<file path="config.mk">
export PLATFORM = sky130hd
export DESIGN_NAME = ps2_keyboard
export DESIGN_NICKNAME = d
export VERILOG_FILES = /design/src/rtl/ps2_keyboard.sv
export SDC_FILE = /design/constraint.sdc
export NUM_CORES = 1
export LEC_CHECK = 0
export CAP_MARGIN = 0
export CORE_UTILIZATION = 58
export CTS_CLUSTER_DIAMETER = 60
export CTS_CLUSTER_SIZE = 8
export DETAILED_ROUTE_END_ITERATION = 8
export PLACE_DENSITY = 0.83
export SYNTH_ARGS = -nofsm -noshare
export SYNTH_HDL_FRONTEND = slang
export SYNTH_SLANG_ARGS = --single-unit
</file>
<file path="constraint.sdc">
create_clock -name clock -period 2.85 [get_ports clock]
set_input_delay 0.57 -clock clock [delete_from_list [all_inputs] [get_ports clock]]
set_output_delay 0.57 -clock clock [all_outputs]
set_load 0.005 [all_outputs]
</file>
<file path="src/rtl/ps2_keyboard.sv">
// ps2_keyboard
//   PS/2 keyboard receiver. The raw PS/2 clock and data lines are
//   synchronized, the clock is de-glitched, 11-bit frames
//   (start, 8 data LSB first, parity, stop) are deframed and checked.
//   The two most recent accepted bytes are kept for the polled kchar
//   read path.
//
// Parameters
//   FILTER_LEN      consecutive differing samples needed to flip the
//                   filtered clock
//   TIMEOUT_CYCLES  clocks without a filtered falling edge, mid-frame,
//                   before the frame is aborted
//
// Ports
//   clock        system clock (rising edge)
//   reset_n      asynchronous active-low reset
//   ps2_clk      raw PS/2 clock (asynchronous)
//   ps2_data     raw PS/2 data (asynchronous)
//   kchar        {previous byte, latest byte}
//   scancode     latest accepted byte (= kchar[7:0])
//   key_strobe   one-cycle pulse per accepted byte
//   key_release  latest byte was preceded by F0 and is not F0 itself
//   frame_err    one-cycle pulse on a rejected or timed-out frame
//
// Build option
//   PS2_PARITY_CHECK_EN  when defined, frames with even parity are
//                        rejected; otherwise the parity bit is ignored.

module ps2_keyboard #(
  parameter int FILTER_LEN     = 8,
  parameter int TIMEOUT_CYCLES = 20000
) (
  input  logic        clock,
  input  logic        reset_n,
  input  logic        ps2_clk,
  input  logic        ps2_data,
  output logic [15:0] kchar,
  output logic [7:0]  scancode,
  output logic        key_strobe,
  output logic        key_release,
  output logic        frame_err
);

  localparam int FW = $clog2(FILTER_LEN + 1);
  localparam int WW = $clog2(TIMEOUT_CYCLES + 1);

  typedef enum logic [1:0] {IDLE, DATA, PARITY, STOP} state_t;

  // ---------------------------------------------------------------
  // Two-flop synchronizers; bit 0 = clock line, bit 1 = data line.
  // Both reset high, matching an idle bus.
  // ---------------------------------------------------------------
  logic [1:0] raw_in;
  logic [1:0] synced;
  assign raw_in = {ps2_data, ps2_clk};

  genvar gi;
  generate
    for (gi = 0; gi < 2; gi++) begin : g_sync
      logic meta_reg;
      logic sync_reg;
      always_ff @(posedge clock or negedge reset_n) begin
        if (!reset_n) begin
          meta_reg <= 1'b1;
          sync_reg <= 1'b1;
        end else begin
          meta_reg <= raw_in[gi];
          sync_reg <= meta_reg;
        end
      end
      assign synced[gi] = sync_reg;
    end
  endgenerate

  logic data_bit;
  assign data_bit = synced[1];

  // ---------------------------------------------------------------
  // Clock filter: fclk flips only after FILTER_LEN consecutive
  // synchronized samples disagree with it. fclk_d_reg delays fclk by
  // one clock so the falling edge is seen the cycle after the flip.
  // ---------------------------------------------------------------
  logic          fclk_reg;
  logic          fclk_d_reg;
  logic [FW-1:0] filt_cnt_reg;
  logic          fall;

  always_ff @(posedge clock or negedge reset_n) begin
    if (!reset_n) begin
      fclk_reg     <= 1'b1;
      fclk_d_reg   <= 1'b1;
      filt_cnt_reg <= '0;
    end else begin
      fclk_d_reg <= fclk_reg;
      if (synced[0] != fclk_reg) begin
        if (filt_cnt_reg == FW'(FILTER_LEN - 1)) begin
          fclk_reg     <= ~fclk_reg;
          filt_cnt_reg <= '0;
        end else begin
          filt_cnt_reg <= filt_cnt_reg + 1'b1;
        end
      end else begin
        filt_cnt_reg <= '0;
      end
    end
  end

  assign fall = fclk_d_reg & ~fclk_reg;

  // ---------------------------------------------------------------
  // Frame FSM, watchdog and output registers
  // ---------------------------------------------------------------
  state_t        state_reg,    state_next;
  logic [2:0]    bit_cnt_reg,  bit_cnt_next;
  logic [7:0]    shift_reg,    shift_next;
  logic [WW-1:0] wd_reg,       wd_next;
  logic [15:0]   kchar_reg,    kchar_next;
  logic          release_reg,  release_next;
  logic          strobe_reg,   strobe_next;
  logic          err_reg,      err_next;
  logic          parity_ok;

`ifdef PS2_PARITY_CHECK_EN
  logic parity_reg, parity_next;
  // Odd parity over data + parity bit.
  assign parity_ok = (^shift_reg) ^ parity_reg;
`else
  assign parity_ok = 1'b1;
`endif

  always_ff @(posedge clock or negedge reset_n) begin
    if (!reset_n) begin
      state_reg   <= IDLE;
      bit_cnt_reg <= '0;
      shift_reg   <= '0;
      wd_reg      <= '0;
      kchar_reg   <= '0;
      release_reg <= 1'b0;
      strobe_reg  <= 1'b0;
      err_reg     <= 1'b0;
`ifdef PS2_PARITY_CHECK_EN
      parity_reg  <= 1'b0;
`endif
    end else begin
      state_reg   <= state_next;
      bit_cnt_reg <= bit_cnt_next;
      shift_reg   <= shift_next;
      wd_reg      <= wd_next;
      kchar_reg   <= kchar_next;
      release_reg <= release_next;
      strobe_reg  <= strobe_next;
      err_reg     <= err_next;
`ifdef PS2_PARITY_CHECK_EN
      parity_reg  <= parity_next;
`endif
    end
  end

  always_comb begin
    state_next   = state_reg;
    bit_cnt_next = bit_cnt_reg;
    shift_next   = shift_reg;
    wd_next      = '0;
    kchar_next   = kchar_reg;
    release_next = release_reg;
    strobe_next  = 1'b0;
    err_next     = 1'b0;
`ifdef PS2_PARITY_CHECK_EN
    parity_next  = parity_reg;
`endif

    case (state_reg)
      IDLE: begin
        if (fall && !data_bit) begin
          state_next   = DATA;
          bit_cnt_next = '0;
        end
      end
      DATA: begin
        if (fall) begin
          shift_next   = {data_bit, shift_reg[7:1]};
          bit_cnt_next = bit_cnt_reg + 1'b1;
          if (bit_cnt_reg == 3'd7) state_next = PARITY;
        end
      end
      PARITY: begin
        if (fall) begin
`ifdef PS2_PARITY_CHECK_EN
          parity_next = data_bit;
`endif
          state_next = STOP;
        end
      end
      STOP: begin
        if (fall) begin
          state_next = IDLE;
          if (data_bit && parity_ok) begin
            kchar_next   = {kchar_reg[7:0], shift_reg};
            release_next = (shift_reg == 8'hF0) ? 1'b0
                                                : (kchar_reg[7:0] == 8'hF0);
            strobe_next  = 1'b1;
          end else begin
            err_next = 1'b1;
          end
        end
      end
      default: state_next = IDLE;
    endcase

    // Watchdog: a falling edge always wins over expiry in the same cycle.
    if (state_reg != IDLE && !fall) begin
      if (wd_reg == WW'(TIMEOUT_CYCLES - 1)) begin
        state_next = IDLE;
        err_next   = 1'b1;
      end else begin
        wd_next = wd_reg + 1'b1;
      end
    end
  end

  assign kchar       = kchar_reg;
  assign scancode    = kchar_reg[7:0];
  assign key_strobe  = strobe_reg;
  assign key_release = release_reg;
  assign frame_err   = err_reg;

endmodule
</file>
After elaboration in Yosys (flattened, before gate mapping)
Cells that the tools add are included.
- bits in latches: 0
- output and inout port bits: 27
- input port bits: 4
- memories kept: 0
- memory bits (read-only): 0
- RAM bits: 0
- register bits after elaboration: 57
- word-level logic and storage cells: 66
- $lt $le $gt $ge: 0
- multiply operators: 0
- equality and inequality tests: 11
- add/sub/neg operators: 3
- reductions and logical operators: 11
- bitwise logic cells: 2
- shift-type cells: 0
- muxes and demuxes: 24
- divide/modulo/power cells: 0
- operators by type and width (cell ; number):
    $mux 15 ; 2
    $eq 8x8->1 const B ; 2
    $add 15x1->15 const B ; 1
    $eq 15x15->1 const B ; 1
    $mux 2 ; 7
    $mux 1 ; 9
    $mux 4 ; 2
    $pmux 2 s4 ; 1
    $mux 3 ; 2
    $pmux 3 s2 ; 1
    $reduce_and 3->1 ; 2
    $add 4x1->4 const B ; 1
    $eq 2x2->1 const B ; 2
    $eq 4x3->1 const B ; 1
    $ne 2x2->1 const B ; 2
    $reduce_and 2->1 ; 2
    $reduce_bool 2->1 ; 2
    $add 3x1->3 const B ; 1
    $eq 3x3->1 const B ; 1
    $eq 2x1->1 const B ; 1
    $logic_and 1x1->1 ; 2
    $logic_not 1->1 ; 2
    $logic_not 2->1 ; 1
    $and 1x1->1 ; 1
    2 further kinds ; 2

Logic depth before layout (Yosys ltp)
Gate-level depths: netlist of run 1.
- depth after elaboration: 7
- mapped depth: 6
- depth with buffers taken out: 5

Worst setup path after synthesis of run 1
OpenSTA, ideal clock, no wires.
- kind: reg-to-reg
- start point: register fclk_d_reg
- end point: register kchar_reg[10], in the netlist kchar[10]
- setup time: 125 ps
- arrival time: 1619 ps
- clock period less this slack: 1744 ps
- path buffers: 1
- path slack: 1106 ps
- cell stages (with the launch flop): 5
- required time: 2725 ps
- cells stage by stage: dfstp_2 > nor2b_1 > nand4_2 > clkbuf_1 > mux2_2
- longest elaborated chain between the ends: 2
- ends and longest elaborated chain (element ; RTL line ; text):
    start, declared ; 84 ; logic fclk_d_reg;
    start signal, assigned ; 94 ; fclk_d_reg <= fclk_reg;
    $and 1x1->1 ; 108 ; assign fall = fclk_d_reg & ~fclk_reg;
    $reduce_and 3->1 (no line) ; -- ;
    end signal, assigned ; 149 ; kchar_reg <= kchar_next;
    end, declared ; 117 ; logic [15:0] kchar_reg, kchar_next;
Every way passes these cells.
A chain may end at the register's enable or synchronous reset.

Worst setup path in the final report of run 1
- start point: register fclk_d_reg
- end point: register shift_reg[3]
- longest elaborated chain between the ends: 2
- ends and longest elaborated chain (element ; RTL line ; text):
    $and 1x1->1 ; 108 ;
    $reduce_and 2->1 (no line) ; -- ;
    end signal, assigned ; 147 ; shift_reg <= shift_next;
    end, declared ; 115 ; logic [7:0] shift_reg, shift_next;
Every way passes these cells.

==> results of run 1 <==
[worst max-delay path by stage]
stage                               from                        to  depth (start not counted)
global route        fclk_d_reg$_DFF_PN1_  shift_reg[3]$_DFFE_PN0P_                          4
finish              fclk_d_reg$_DFF_PN1_  shift_reg[3]$_DFFE_PN0P_                          4
CTS                 fclk_d_reg$_DFF_PN1_  shift_reg[3]$_DFFE_PN0P_                          4
floorplan           fclk_d_reg$_DFF_PN1_     kchar[10]$_DFFE_PN0P_                          4
global placement    fclk_d_reg$_DFF_PN1_  shift_reg[4]$_DFFE_PN0P_                          4
detailed placement  fclk_d_reg$_DFF_PN1_  shift_reg[3]$_DFFE_PN0P_                          4
[Yosys cell counts (all sizes together)]
cell	instances
ha	4
o32ai	1
nor4b	1
clkbuf	1
nand2	7
nor4	3
and4b	1
or3	2
o21ai	4
mux2	26
or2	1
nand4bb	1
dfstp	6
nand3	6
o211ai	2
dfrtp	51
nor2	22
buf	10
nor2b	2
nand2b	3
or4	3
a21oi	4
xor2	1
nand4	6
nor3	5
inv	8
a22o	2
xnor2	13
[per-stage QoR]
| step | util | instances | power [mW] | worst slack (ns) | instance area, sq um |
|---|---|---|---|---|---|
| after floorplan | - | 196 | 1.20 | 1.11 | 2430 |
| after global placement | 0.681 | 267 | 1.23 | 0.838 | 2720 |
| after detailed placement | 0.681 | 267 | 1.27 | 0.634 | 2720 |
| after CTS | 0.721 | 282 | 1.89 | 0.644 | 2890 |
| after global routing | 0.721 | 282 | 1.98 | 0.487 | 2890 |
| final | 0.721 | 282 | 1.88 | 0.645 | 2890 |
[metal layers]
| metal | wire length, um | vias up |
|---|---|---|
| met4 | 90 | 0 |
| li1 | - | 733 |
| met1 | 1810 | 769 |
| met3 | 189 | 10 |
| met5 | 0 | - |
| met2 | 2240 | 57 |
[cell families after synthesis]
kind of cell,count (synthesis),synth area share
AO/OA/AOI/OAI,13,0.0335
flip-flops,57,0.590
multiplexers,26,0.120
AND/OR/NAND/NOR,63,0.140
buffers and inverters,19,0.0453
XOR/XNOR,14,0.0504
adder cells (fa/ha/maj),4,0.0206
[area by class of cell]
| type | instances | area [sq um] |
|---|---|---|
| Sequential cell | 57 | 1430 |
| Fill cell | 260 | 1110 |
| Multi-Input combinational cell | 120 | 887 |
| Timing Repair Buffer | 32 | 310 |
| Clock buffer | 11 | 141 |
| Tap cell | 50 | 62.6 |
| Inverter | 8 | 30.0 |
| Clock inverter | 4 | 20.0 |
[power by group through the flow]
stage | clock network, mW | logic (mW) | registers [mW]
final | 0.618 | 0.280 | 0.980
after floorplan | 0 | 0.232 | 0.969
after detailed placement | 0 | 0.281 | 0.992
after CTS | 0.630 | 0.283 | 0.977
after global routing | 0.678 | 0.313 | 0.992
after global placement | 0 | 0.253 | 0.979
[worst reg2reg max path: stages (launching register included)]
cell and delay, ns:
dfstp_2 0.53, nor2b_1 0.34, nand2_1 0.16, nor2_1 0.64
mux2_2 0.42
==> metrics.csv, run 1 <==
stage,metric,value,unit
final_layout,# nets final,236,
pwr,sw frac,0.283,
timing,slew margin rel.,0.461,
cts,CTS tree,done,
final_layout,"most common cell after layout, fill and taps aside",dfrtp_1,
pwr,clock share of power,0.329,
drt,remaining routing DRC violations,0,
setup_path,Required @ worst endpoint,3.06,ns
drt,DR pass1 iterations,4,
drt,Total Wirelength,4.33,mm
global_route,gr usage total,0.228,
status,outcome,finished clean,
synthesis,Synth Cell Area,2430,sq um
pwr,Comb pwr share,0.149,
timing,final-report hold violation count,0,
placement,dpl hpwl,3.08,mm
cts,setup bufs post-CTS,0,
cts,Resize count post-CTS,0,
setup_path,Crit Path Max Fanout,11,
floorplanning,Core Rows,23,
placement,gpl congestion,0.868,
final_layout,ratio of cells with drive above 1 in the final layout,0.228,
setup_path,WP data arrival,2.41,ns
setup_path,CP Capture Type,register,
worst_hold_path,HP Class,in -> async,
floorplanning,Die X,66.7,um
timing,Worst-Margin Slew,0.806,ns
global_route,met1 Use GR,0.262,
pwr,pwr/cell area,651,nW/um^2
timing,Final Max Slew Viols,0,
timing,hold slack,0.231,ns
timing,min cycle time layout,2.21,ns
drt,Iter 0 DRT Violations,78,
global_route,initial antenna violation count,0,
drt,post-route ant nets,0,
final_layout,Layout area overhead,18.7,%
pwr,P_leak,1.31,nW
cts,Clock Pin Slew Worst Setup and Hold Paths,0.06,ns
global_route,global-route wire length before repair,7.12,mm
setup_path,Startpoint Class,register,
global_route,grt ovf,0,
synthesis,average size of a mapped cell,12.4,sq um
global_route,GR Util met2,0.376,
placement,# port buffers,30,
cts,post-cts hold buffer count,0,
timing,period utilization,0.774,
setup_path,kind of cell adding the most delay to the critical path,simple AND/OR/NAND/NOR gates,
final_layout,most frequent cells in the layout,"51 x dfrtp_1, 29 x clkdlybuf4s50_1, 26 x mux2_2",
synthesis,syn_nets,204,
synthesis,synth warn,0,
drt,Vias,1569,
setup_path,crit path kind,reg -> reg,
setup_path,Critical R2R Capture,shift_reg[3]$_DFFE_PN0P_,
timing,Max Clk Rate,453,MHz
pwr,Sw Pwr,0.531,mW
setup_path,WP buf/inv,0,
floorplanning,die area,4450,sq um
synthesis,sequential-to-total area share from yosys stat,0.590,
drt,routed len/inst,15.3,um
cts,H-Tree Depth,3,
final_layout,number of diodes,0,
cts,clk sink count,57,
synthesis,Synth cell types,33,
pwr,Int Power,1.35,mW
drt,vias per cell,5.56,
synthesis,Synth Instances,196,
synthesis,largest cells by area after synthesis,"dfrtp_1 52%, mux2_2 12%, dfstp_2 6.5%, xnor2_1 4.7%, nor2_1 3.4%",
timing,Sum Neg Setup Slack,0,ns
global_route,met3 Usage GRT,0.0719,
floorplanning,Ports,31,
synthesis,leading area contributor after synthesis,dfrtp_1,
timing,unrepaired setup endpoints after global routing,no,
setup_path,worst-case reg-to-reg path depth,4,
timing,Post-Route Skew,0.00658,ns
cts,CTS Buffer Depth,2,
pwr,sequential share of power,0.522,
floorplanning,CORE AREA,4000,sq um
cts,"Clk Latency, worst-skew pair",0.32,ns
synthesis,Seq cells post-synth,57,
synthesis,area share of the largest cell type after synthesis,0.525,
setup_path,crit-path max cell delay,0.64,ns
global_route,vias in the first global route,1558,
final_layout,Largest register FFs,16,
setup_path,Critical R2R Launch,fclk_d_reg$_DFF_PN1_,
global_route,gr busiest metal,met2,
floorplanning,Starting Density,0.608,
setup_path,R2R Setup Slk,0.64,ns
floorplanning,die extent in y,66.7,um
setup_path,slowest cell on the critical path,nor2_1,
global_route,largest net degree at the start of global routing,27,
cts,clock root buffer,clkbuf_8,
pwr,VDD IR max,0.615,mV
cts,clock buffer count from CTS,9,
setup_path,worst-path cell chain,nor2b_1 > nand2_1 > nor2_1 > mux2_2,
job,Max-Cap Viols,0,
timing,Final Setup Violations,0,
(Power assumes the default switching activity.)
==> inputs of run 2 (changes only) <==
--- a/config.mk
+++ b/config.mk
@@ -6,11 +6,11 @@
 export NUM_CORES = 1
 export LEC_CHECK = 0
 export CAP_MARGIN = 0
-export CORE_UTILIZATION = 58
+export CORE_UTILIZATION = 54
 export CTS_CLUSTER_DIAMETER = 60
 export CTS_CLUSTER_SIZE = 8
 export DETAILED_ROUTE_END_ITERATION = 8
-export PLACE_DENSITY = 0.83
+export PLACE_DENSITY = 0.78
 export SYNTH_ARGS = -nofsm -noshare
 export SYNTH_HDL_FRONTEND = slang
 export SYNTH_SLANG_ARGS = --single-unit
==> constraint.sdc (replaced) <==
create_clock -name clock -period 2.1 [get_ports clock]
set_input_delay 0.42 -clock clock [delete_from_list [all_inputs] [get_ports clock]]
set_output_delay 0.42 -clock clock [all_outputs]
set_load 0.005 [all_outputs]
==> metrics.csv, run 2 (same netlist as run 1, synthesis figures left out) <==
stage,metric,value,unit,change
floorplanning,die area,4770,sq um,was 4450 sq um
final_layout,number of diodes,0,,unchanged
status,outcome,finished clean,,unchanged
final_layout,Largest register FFs,16,,unchanged
timing,final-report hold violation count,0,,unchanged
timing,Worst-Margin Slew,0.464,ns,was 0.806 ns
cts,H-Tree Depth,3,,unchanged
placement,placed cell count,271,,was 267
final_layout,"non-filler cells, final",287,,was 282
drt,vias per cell,5.33,,was 5.56
timing,Max Clk Rate,544,MHz,was 453 MHz
final_layout,fill count,322,,was 260
global_route,global-route wire length before repair,7.02,mm,was 7.12 mm
cts,Clock Pin Slew Worst Setup and Hold Paths,0.06,ns,about the same
placement,dpl hpwl,2.64,mm,was 3.08 mm
setup_path,Crit Path Max Fanout,14,,was 11
timing,Post-Route Skew,0.0104,ns,was 0.00658 ns
final_layout,most frequent cells in the layout,"51 x dfrtp_1, 29 x clkdlybuf4s50_1, 26 x mux2_2",,unchanged
global_route,initial antenna violation count,0,,unchanged
setup_path,CP Capture Type,register,,unchanged
cts,setup bufs post-CTS,0,,unchanged
drt,DR pass1 iterations,5,,was 4
timing,Final Max Slew Viols,0,,unchanged
setup_path,Startpoint Class,register,,unchanged
setup_path,Required @ worst endpoint,2.31,ns,was 3.06 ns
setup_path,worst-case reg-to-reg path depth,5,,was 4
drt,routed len/inst,14.0,um,was 15.3 um
cts,post-cts hold buffer count,0,,unchanged
final_layout,Finished Core Util,0.675,,was 0.721
worst_hold_path,HP Class,in -> async,,unchanged
floorplanning,Starting Density,0.558,,was 0.608
placement,# port buffers,30,,unchanged
timing,hold slack,0.0699,ns,was 0.231 ns
drt,Vias,1531,,was 1569
drt,post-route ant nets,0,,unchanged
drt,remaining routing DRC violations,0,,unchanged
job,Max-Cap Viols,0,,unchanged
final_layout,ratio of cells with drive above 1 in the final layout,0.234,,was 0.228
drt,Total Wirelength,4.01,mm,was 4.33 mm
floorplanning,Ports,31,,unchanged
setup_path,crit path kind,reg -> reg,,unchanged
setup_path,slowest cell on the critical path,or4_4,,was nor2_1
cts,CTS tree,done,,unchanged
floorplanning,Die X,69.1,um,was 66.7 um
pwr,P_leak,1.33,nW,was 1.31 nW
floorplanning,Core Rows,24,,was 23
floorplanning,die extent in y,69.1,um,was 66.7 um
pwr,pwr/cell area,897,nW/um^2,was 651 nW/um^2
setup_path,WP data arrival,2.05,ns,was 2.41 ns
cts,clock root buffer,clkbuf_8,,unchanged
timing,unrepaired setup endpoints after global routing,no,,unchanged
cts,CTS Buffer Depth,2,,unchanged
final_layout,"most common cell after layout, fill and taps aside",dfrtp_1,,unchanged
timing,Sum Neg Setup Slack,0,ns,unchanged
placement,gpl congestion,0.856,,was 0.868
global_route,gr usage total,0.194,,was 0.228
cts,"Clk Latency, worst-skew pair",0.34,ns,was 0.32 ns
global_route,grt ovf,0,,unchanged
timing,slew margin rel.,0.687,,was 0.461
timing,period utilization,0.876,,was 0.774
cts,clock buffer count from CTS,9,,unchanged
drt,Iter 0 DRT Violations,65,,was 78
pwr,VDD IR max,0.662,mV,was 0.615 mV
final_layout,Layout area overhead,20.9,%,was 18.7%
setup_path,crit-path max cell delay,0.63,ns,was 0.64 ns
global_route,vias in the first global route,1535,,was 1558
timing,min cycle time layout,1.84,ns,was 2.21 ns
timing,Final Setup Violations,0,,unchanged
final_layout,# nets final,238,,was 236
global_route,largest net degree at the start of global routing,58,,was 27
cts,Resize count post-CTS,0,,unchanged
floorplanning,CORE AREA,4350,sq um,was 4000 sq um
setup_path,worst-path cell chain,ha_1 > nand4_1 > or4_4 > nand2b_4 > nor2_1,,was nor2b_1 > nand2_1 > nor2_1 > mux2_2
cts,clk sink count,57,,unchanged
==> run 2: cell count changes in the layout (fill, tap and decap cells not counted) <==
cell	previous run	this run
clkbuf_1	1	2
buf_12	0	1
buf_4	2	3
clkbuf_8	10	12
clkinvlp_4	0	1
clkinv_2	4	1
==> run 2: cell type report <==
type / instances / area [sq um] / area share
clock buffers: 14 / 173 / 0.0587
clock inverters: 2 / 12.5 / 0.00426
inverters: 8 / 30.0 / 0.0102
multi-input cells: 120 / 887 / 0.302
flip-flops and latches: 57 / 1430 / 0.488
well taps: 52 / 65.1 / 0.0221
repair buffers: 34 / 338 / 0.115
==> run 2: worst paths after layout <==
| kind | endpoint | slack [ns] | startpoint |
|---|---|---|---|
| min in group clock | g_sync[0].sync_reg$_DFF_PN1_ | 0.35 | g_sync[0].meta_reg$_DFF_PN1_ |
| min reg2reg | g_sync[0].sync_reg$_DFF_PN1_ | 0.35 | g_sync[0].meta_reg$_DFF_PN1_ |
| max reg2reg | wd_reg[14]$_DFF_PN0_ | 0.26 | wd_reg[0]$_DFF_PN0_ |
| max | wd_reg[14]$_DFF_PN0_ | 0.26 | wd_reg[0]$_DFF_PN0_ |
| max in group asynchronous | fclk_d_reg$_DFF_PN1_ | 1.74 | reset_n |
| min | kchar[9]$_DFFE_PN0P_ | 0.07 | reset_n |
==> run 2: stage by stage <==
step                setup slack (ns)  area (sq um)  power (mW)
finish                         0.261          2940        2.64
global route                   0.124          2940        2.77
CTS                            0.255          2940        2.67
detailed placement             0.276          2750        1.73
global placement               0.329          2750        1.71
floorplan                      0.356          2430        1.63
==> run 2: power breakdown <==
part	switching, mW	total [mW]	internal [mW]
Combinational	0.206	0.383	0.177
Clock	0.407	0.930	0.523
Sequential	0.102	1.32	1.22
Total	0.715	2.64	1.92
==> run 2: layer usage <==
| layer | vias up | part of all wire | GRT usage |
|---|---|---|---|
| met5 | - | 0 | 0 |
| met4 | 0 | 0.035 | 0.138 |
| met3 | 12 | 0.028 | 0.0541 |
| met2 | 26 | 0.46 | 0.286 |
| met1 | 750 | 0.47 | 0.247 |
| li1 | 743 | - | - |
==> run 2: critical path: cells and delay by family (launching register included) <==
kind | cells | cell delay, ns
fa+ha+maj | 1 | 0.22
flops | 1 | 0.39
simple gates | 4 | 1.11
==> inputs of run 3 (changes only) <==
--- a/config.mk
+++ b/config.mk
@@ -10,7 +10,7 @@
 export CTS_CLUSTER_DIAMETER = 60
 export CTS_CLUSTER_SIZE = 8
 export DETAILED_ROUTE_END_ITERATION = 8
-export PLACE_DENSITY = 0.78
+export PLACE_DENSITY = 0.75
 export SYNTH_ARGS = -nofsm -noshare
 export SYNTH_HDL_FRONTEND = slang
 export SYNTH_SLANG_ARGS = --single-unit
==> metrics.csv, run 3 (same netlist as run 1, synthesis figures left out) <==
stage,metric,value,unit,change
setup_path,Required @ worst endpoint,2.31,ns,about the same
final_layout,"non-filler cells, final",287,,unchanged
global_route,gr usage total,0.188,,was 0.194
final_layout,number of diodes,0,,unchanged
drt,vias per cell,5.38,,was 5.33
drt,post-route ant nets,0,,unchanged
global_route,grt ovf,0,,unchanged
status,outcome,finished clean,,unchanged
timing,period utilization,0.894,,was 0.876
placement,placed cell count,271,,unchanged
floorplanning,Starting Density,0.558,,unchanged
cts,CTS Buffer Depth,2,,unchanged
floorplanning,Core Rows,24,,unchanged
timing,Max Clk Rate,533,MHz,was 544 MHz
global_route,met1 Use GR,0.224,,was 0.247
timing,unrepaired setup endpoints after global routing,no,,unchanged
timing,slew margin rel.,0.723,,was 0.687
global_route,gr busiest metal,met2,,unchanged
floorplanning,die extent in y,69.1,um,unchanged
timing,Sum Neg Setup Slack,0,ns,unchanged
global_route,global-route wire length before repair,6.95,mm,was 7.02 mm
placement,gpl congestion,0.762,,was 0.856
floorplanning,die area,4770,sq um,unchanged
setup_path,Startpoint Class,register,,unchanged
final_layout,most frequent cells in the layout,"51 x dfrtp_1, 29 x clkdlybuf4s50_1, 26 x mux2_2",,unchanged
cts,post-cts hold buffer count,0,,unchanged
placement,dpl hpwl,2.71,mm,was 2.64 mm
setup_path,R2R Setup Slk,0.22,ns,was 0.26 ns
worst_hold_path,HP Class,in -> async,,unchanged
final_layout,ratio of cells with drive above 1 in the final layout,0.234,,unchanged
cts,clock buffer count from CTS,9,,unchanged
cts,H-Tree Depth,3,,unchanged
timing,Final Setup Violations,0,,unchanged
global_route,met3 Usage GRT,0.0629,,was 0.0541
cts,Clock Pin Slew Worst Setup and Hold Paths,0.06,ns,about the same
drt,DR pass1 iterations,4,,was 5
setup_path,crit path kind,reg -> reg,,unchanged
final_layout,Largest register FFs,16,,unchanged
global_route,vias in the first global route,1564,,was 1535
timing,Final Max Slew Viols,0,,unchanged
global_route,initial antenna violation count,0,,unchanged
drt,Total Wirelength,3.97,mm,was 4.01 mm
setup_path,WP data arrival,2.09,ns,was 2.05 ns
pwr,VDD IR max,0.559,mV,was 0.662 mV
global_route,GR Util met2,0.306,,was 0.286
cts,Resize count post-CTS,0,,unchanged
timing,final setup margin,0.222,ns,was 0.261 ns
cts,"Clk Latency, worst-skew pair",0.33,ns,was 0.34 ns
timing,Worst-Margin Slew,0.410,ns,was 0.464 ns
cts,setup bufs post-CTS,0,,unchanged
job,Max-Cap Viols,0,,unchanged
global_route,largest net degree at the start of global routing,58,,unchanged
floorplanning,Ports,31,,unchanged
drt,routed len/inst,13.8,um,was 14.0 um
placement,# port buffers,30,,unchanged
cts,CTS tree,done,,unchanged
drt,remaining routing DRC violations,0,,unchanged
pwr,P_leak,1.33,nW,about the same
drt,Iter 0 DRT Violations,72,,was 65
cts,clock root buffer,clkbuf_8,,unchanged
final_layout,# nets final,238,,unchanged
final_layout,"most common cell after layout, fill and taps aside",dfrtp_1,,unchanged
timing,min cycle time layout,1.88,ns,was 1.84 ns
final_layout,Layout area overhead,20.4,%,was 20.9%
floorplanning,CORE AREA,4350,sq um,unchanged
setup_path,Crit Path Max Fanout,14,,unchanged
drt,Vias,1544,,was 1531
pwr,pwr/cell area,887,nW/um^2,was 897 nW/um^2
timing,Post-Route Skew,0.00563,ns,was 0.0104 ns
timing,final-report hold violation count,0,,unchanged
cts,clk sink count,57,,unchanged
placement,pre-CTS WS,0.225,ns,was 0.276 ns
setup_path,CP Capture Type,register,,unchanged
final_layout,fill count,321,,was 322
floorplanning,Die X,69.1,um,unchanged
run 3: cell count changes in the layout (fill, tap and decap cells not counted), sizes merged:
cell      change
clkbuf        -1
clkinv        +2
clkinvlp      -1
run 3: worst paths after layout:
check / from / endpoint / cells after the start
worst max-delay path: wd_reg[0]$_DFF_PN0_ / wd_reg[14]$_DFF_PN0_ / 5
worst min-delay path: reset_n / shift_reg[6]$_DFFE_PN0P_ / 2
worst max register to register: wd_reg[0]$_DFF_PN0_ / wd_reg[14]$_DFF_PN0_ / 5
worst min register to register: g_sync[0].meta_reg$_DFF_PN1_ / g_sync[0].sync_reg$_DFF_PN1_ / 0
max in group asynchronous: reset_n / fclk_reg$_DFFE_PN1P_ / 2
min in group clock: g_sync[0].meta_reg$_DFF_PN1_ / g_sync[0].sync_reg$_DFF_PN1_ / 0
run 3: cell type report:
cell class              count  area [sq um]  share of cell area
flip-flops and latches     57          1430               0.490
multi-input cells         120           887               0.303
repair buffers             34           338               0.115
clock buffers              13           159              0.0543
well taps                  52          65.1              0.0222
inverters                   8          30.0              0.0103
clock inverters             3          15.0             0.00513
run 3: metal layers:
metal,share of wire,wire length [um],up-vias
met5,0,0,-
met4,0.022,89,0
met3,0.050,199,8
met2,0.49,1940,46
met1,0.44,1740,751
li1,-,-,739
run 3: critical path, cell delays in order (launching register included):
cell      delay, ns
dfrtp_1        0.39
ha_1           0.24
nand4_1        0.24
or4_4          0.63
nand2b_4       0.18
nor2_1         0.08
run 3: per-stage QoR:
stage / instance area (sq um) / power (mW) / hold WS [ns] / utilization
2_1_floorplan: 2430 / 1.63 / 0.124 / -
3_3_place_gp: 2750 / 1.70 / 0.346 / 0.632
3_5_place_dp: 2750 / 1.74 / 0.349 / 0.632
4_1_cts: 2930 / 2.63 / 0.0830 / 0.672
5_1_grt: 2930 / 2.74 / 0.0930 / 0.672
6_report: 2930 / 2.60 / 0.0832 / 0.672
run 3: where the power goes:
part	total (mW)	switching, mW	internal, mW
registers	1.33	0.106	1.22
logic	0.389	0.210	0.179
clock network	0.881	0.394	0.486
total	2.60	0.710	1.89
